===== config.mk =====
export PLATFORM = sky130hd
export DESIGN_NAME = bitserial_adder_46
export DESIGN_NICKNAME = d
export VERILOG_FILES = /design/src/rtl/bitserial_adder_46.sv
export SDC_FILE = /design/constraint.sdc
export NUM_CORES = 1
export LEC_CHECK = 0
export BUFFER_PORTS_ARGS = -buffer_cell sky130_fd_sc_hd__buf_2
export CAP_MARGIN = 30
export CORE_UTILIZATION = 38
export DETAILED_ROUTE_END_ITERATION = 16
export SETUP_SLACK_MARGIN = 0.3
export SYNTH_ARGS = -nofsm -noshare
export SYNTH_HDL_FRONTEND = slang
export SYNTH_SLANG_ARGS = --single-unit

===== constraint.sdc =====
create_clock -name clk -period 1.2 [get_ports clk]
set_input_delay 0.18 -clock clk [delete_from_list [all_inputs] [get_ports clk]]
set_output_delay 0.18 -clock clk [all_outputs]
set_load 0.01 [all_outputs]

===== src/rtl/bitserial_adder_46.sv =====
// rtl/bitserial_adder_46.sv - bit-serial LSB-first adder, one full-adder cell plus carry flop
// Optional subtract mode (port sub) is compiled in when BITSERIAL_SUB_EN is defined.
module bitserial_adder_46 #(
  parameter int WIDTH = 4
) (
  input  logic             clk,
  input  logic             rst,
  input  logic             start,
`ifdef BITSERIAL_SUB_EN
  input  logic             sub,
`endif
  input  logic [WIDTH-1:0] a_in,
  input  logic [WIDTH-1:0] b_in,
  input  logic             cin,
  output logic             busy,
  output logic             done,
  output logic [WIDTH-1:0] sum,
  output logic             cout
);

  localparam int CW = (WIDTH > 1) ? $clog2(WIDTH) : 1;
  localparam logic [CW-1:0] LAST = CW'(WIDTH - 1);

  typedef enum logic [1:0] {
    S_IDLE  = 2'd0,
    S_SHIFT = 2'd1,
    S_DONE  = 2'd2
  } state_t;

  state_t           state, state_n;
  logic [WIDTH-1:0] a_r, b_r, res_r;
  logic             c_r;
  logic [CW-1:0]    cnt;
  logic [WIDTH-1:0] sum_r;
  logic             cout_r;

  logic             load;
  logic             shift_en;
  logic             last_bit;
  logic             s_bit;
  logic             c_next;
  logic [WIDTH-1:0] res_next;
  logic [WIDTH-1:0] b_load;
  logic             c_load;

  // The single full-adder cell shared by every bit position.
  always_comb begin
    s_bit    = a_r[0] ^ b_r[0] ^ c_r;
    c_next   = (a_r[0] & b_r[0]) | (a_r[0] & c_r) | (b_r[0] & c_r);
    res_next = res_r >> 1;
    res_next[WIDTH-1] = s_bit;
  end

`ifdef BITSERIAL_SUB_EN
  // Subtraction is a + ~b + 1: invert b and preload the carry flop.
  always_comb begin
    b_load = sub ? ~b_in : b_in;
    c_load = sub ? 1'b1 : cin;
  end
`else
  always_comb begin
    b_load = b_in;
    c_load = cin;
  end
`endif

  always_comb begin
    state_n  = state;
    load     = 1'b0;
    shift_en = 1'b0;
    last_bit = 1'b0;
    case (state)
      S_IDLE: begin
        if (start) begin
          load    = 1'b1;
          state_n = S_SHIFT;
        end
      end
      S_SHIFT: begin
        shift_en = 1'b1;
        if (cnt == LAST) begin
          last_bit = 1'b1;
          state_n  = S_DONE;
        end
      end
      S_DONE: begin
        if (start) begin
          load    = 1'b1;
          state_n = S_SHIFT;
        end else begin
          state_n = S_IDLE;
        end
      end
      default: state_n = S_IDLE;
    endcase
  end

  always_ff @(posedge clk) begin
    if (rst) begin
      state  <= S_IDLE;
      a_r    <= '0;
      b_r    <= '0;
      c_r    <= 1'b0;
      res_r  <= '0;
      cnt    <= '0;
      sum_r  <= '0;
      cout_r <= 1'b0;
    end else begin
      state <= state_n;
      if (load) begin
        a_r   <= a_in;
        b_r   <= b_load;
        c_r   <= c_load;
        res_r <= '0;
        cnt   <= '0;
      end else if (shift_en) begin
        a_r   <= a_r >> 1;
        b_r   <= b_r >> 1;
        c_r   <= c_next;
        res_r <= res_next;
        cnt   <= cnt + 1'b1;
      end
      // Results only move on completion so they persist across later operations.
      if (last_bit) begin
        sum_r  <= res_next;
        cout_r <= c_next;
      end
    end
  end

  assign busy = (state == S_SHIFT);
  assign done = (state == S_DONE);
  assign sum  = sum_r;
  assign cout = cout_r;

endmodule


==> key figures <==
Placement
  • PortBufs: 18
  • GP Congestion: approximately 0.77
  • Cell Area, Placed: just over 1000 um2
  • Post-detail-place hpwl: between 1 and 1.5 mm

Cells and area
  • Diode count: 0
  • Layout area overhead: 68.41%
  • Filler cells: 143
  • Share of cells above drive strength 1: 66.67%
  • Final design utilization: between 60% and 70%
  • Design Area, Final: 1414 um2
  • Nets: 144

Outcome
  • Status: complete, but fails checks
  • Failing checks: negative setup slack

CTS
  • Worst-path clk slew: about 130 ps
  • CTS tree: built
  • Inserted Clock Buffers: 3
  • Hold buffer count at cts: 0
  • Max Root-Sink Buffers: 2
  • Root Buffer: clkbuf_4
  • Clk Latency, worst-skew pair: around 310 ps
  • Clock Sinks: 21
  • H-tree depth: 1

Drt
  • Vias per Instance: between 5 and 6
  • Drt drc: 0
  • WL final: about 2.5 mm
  • DRT Pass-1 Iters: 4
  • Wire per inst: around 16 um
  • Via count: 848
  • First-iteration detailed-routing DRC count: 32
  • ANT nets after route: 0

Worst setup path
  • Setup Crit Path Kind: register to register
  • Worst r2r src: c_r
  • Crit Path Max Fanout: 2
  • Arrival time at the worst endpoint: ~1500 ps
  • Endpoint class of the critical path: register
  • Worst reg2reg setup slack: -4 ps
  • FF-to-FF path depth: 3
  • CP startpoint kind: register
  • Reg2reg end: res_r[3]
  • Worst Path Required: between 1000 and 1500 ps

Floorplan
  • Row count: 16
  • Die Ht: around 49 um
  • Starting density of the core: about two fifths
  • Ports: 19
  • Core area: a little over 2000 um2
  • Die area: ~2400 um2
  • Die width: 49.01 um

Timing
  • Fin worst setup slack: -4.080 ps
  • Final Cycle Share: 100.3%
  • Worst Clk Skew: about 9.6 ps
  • Final hold slack: about 110 ps
  • Worst relative slew slack: 81.92%
  • Setup TNS: -4.080 ps
  • Final hold vios: 0
  • Max Slew Vio Count: 0
  • FMAX: 830.5 MHz
  • Setup violators final: 1
  • Worst-margin pin slew: roughly 270 ps
  • Unrepaired setup endpoints after global routing: yes
  • Period minus WS final: about 1200 ps

Min path
  • Hold_sp: a_in[3]
  • Hold Path Depth: 3
  • Min-Delay Path Class: input port to register
  • Worst Hold Path EP: a_r[3]

Power and ir drop
  • P_int: roughly 1.0 mW
  • Max VDD drop: approximately 0.56 mV
  • Clk pwr share: a little under a quarter
  • Sw frac: 29.37%
  • Pleak: between 0.5 and 0.6 nW
  • Comb power frac: 24.5%
  • Switching power: 0.4344 mW
  • Sequential share of power: between 50% and 60%
  • Pwr per Cell Area: about 1000 nW/um2

Global routing
  • Total track usage: a little under a fifth
  • Largest net degree at the start of global routing: 13
  • Antenna violations before repair: 0
  • First-pass GRT wire length: 3.353 mm
  • Vias in the first global route: 756
  • Grt total ovfl: 0

Yosys
  • Synth warn: 0
  • Synth Register Bits: 21
  • Post-Synthesis Cells: 95
  • Mapped Avg Cell Area: about 8.8 um2
  • Cell variety after synth: 23
  • Syn_nets: between 100 and 150
  • Synthesized area: 839.6 um2
  • Register area share after synthesis: roughly half

Flow run
  • Max Cap Viol: 0
-- state kept, by name (all words and copies together), names as in the netlist --
register,count
cout,1
c_r,1
sum,4
b_r,4
res_r,3
state,2
cnt,2
a_r,4
-- power groups by stage --
stage	Sequential (mW)	Clock [mW]	Combinational (mW)
6_report	0.766	0.350	0.363
2_1_floorplan	0.769	0	0.152
4_1_cts	0.760	0.361	0.239
3_3_place_gp	0.772	0	0.184
3_5_place_dp	0.774	0	0.186
5_1_grt	0.770	0.382	0.384
-- through the flow --
step | power, mW | instances | worst slack (ps)
4_1_cts | 1.360 | 149 | 39.81
3_5_place_dp | 0.9608 | 138 | 67.52
5_1_grt | 1.536 | 156 | -29.42
3_3_place_gp | 0.9561 | 138 | 98.47
6_report | 1.479 | 156 | -4.080
2_1_floorplan | 0.9202 | 95 | 122.6
-- worst max-delay path by stage --
stage | startpoint | to | slack [ps] | cells after the start
after floorplan | a_r[0] | sum[3] | 120 | 3
after global routing | c_r | sum[3] | -30 | 3
after detailed placement | a_r[0] | sum[3] | 70 | 3
after CTS | state[1] | busy | 40 | 3
final | c_r | res_r[3] | -4 | 3
after global placement | a_r[0] | sum[3] | 100 | 3
-- layout by cell type (no fill, tap or decap), drive strengths merged --
cell type and instances:
buf 34, dfxtp 21, nor3 9, clkinv 1, o21a 1, a311oi 1, a21oi 12, inv 1
nand2b 4, nor2b 2, a22oi 2, nand2 16, mux2i 1, ha 1, nand3 8, xnor2 1
fa 1, o22ai 4, clkbuf 4, nor2 4, nand3b 1
-- layer usage --
layer	up-vias	global-route usage (%)	wire length [um]
li1	400	-	-
met1	417	23.88	1098
met2	23	29.86	1259
met3	8	3.115	79
met4	0	8.824	55
met5	-	0	0
-- critical path: stages, from the launching register on --
cell and delay [ps]:
dfxtp_2 360, fa_2 590, nand2_1 80, a21oi_2 120
-- cell usage after synthesis, drive strengths merged --
cell type / n / share of area [%]
a21oi: 12 / 7.2
a22oi: 2 / 1.8
a311oi: 1 / 1.8
buf: 5 / 4.0
clkbuf: 1 / 0.45
dfxtp: 21 / 50
fa: 1 / 2.4
ha: 1 / 1.5
inv: 1 / 0.75
mux2i: 1 / 1.2
nand2: 16 / 7.2
nand2b: 3 / 2.5
nand3: 8 / 4.8
nand3b: 1 / 0.89
nor2: 4 / 1.8
nor2b: 2 / 1.5
nor3: 9 / 5.4
o21a: 1 / 0.89
o22ai: 4 / 3.0
xnor2: 1 / 1.0
-- what timing repair did --
item / CTS / global route
pin swaps: 3 / 24
gates resized for setup: 19 / 40
gates cloned: 1 / 1
endpoints found under the setup margin: 27 / 28
buffers inserted: 6 / 6
-- kinds of logic after synthesis --
group | count (synthesis) | synth area share [%]
adder cells (fa/ha/maj) | 2 | 3.875
flip-flops | 21 | 50.07
AO/OA/AOI/OAI | 20 | 14.60
XOR/XNOR | 1 | 1.043
buffers and inverters | 7 | 5.216
multiplexers | 1 | 1.192
AND/OR/NAND/NOR | 43 | 23.99
-- layout make-up --
cell class / instances / area [um2] / share of cell area [%]
Tap cell: 27 / 33.78 / 2.389
Clock buffer: 3 / 22.52 / 1.593
Clock inverter: 1 / 5.005 / 0.3540
Timing Repair Buffer: 35 / 325.3 / 23.01
Inverter: 1 / 11.26 / 0.7965
Multi-Input combinational cell: 68 / 578.1 / 40.88
Sequential cell: 21 / 437.9 / 30.97
Note: power is estimated with default switching activity, not from simulation.
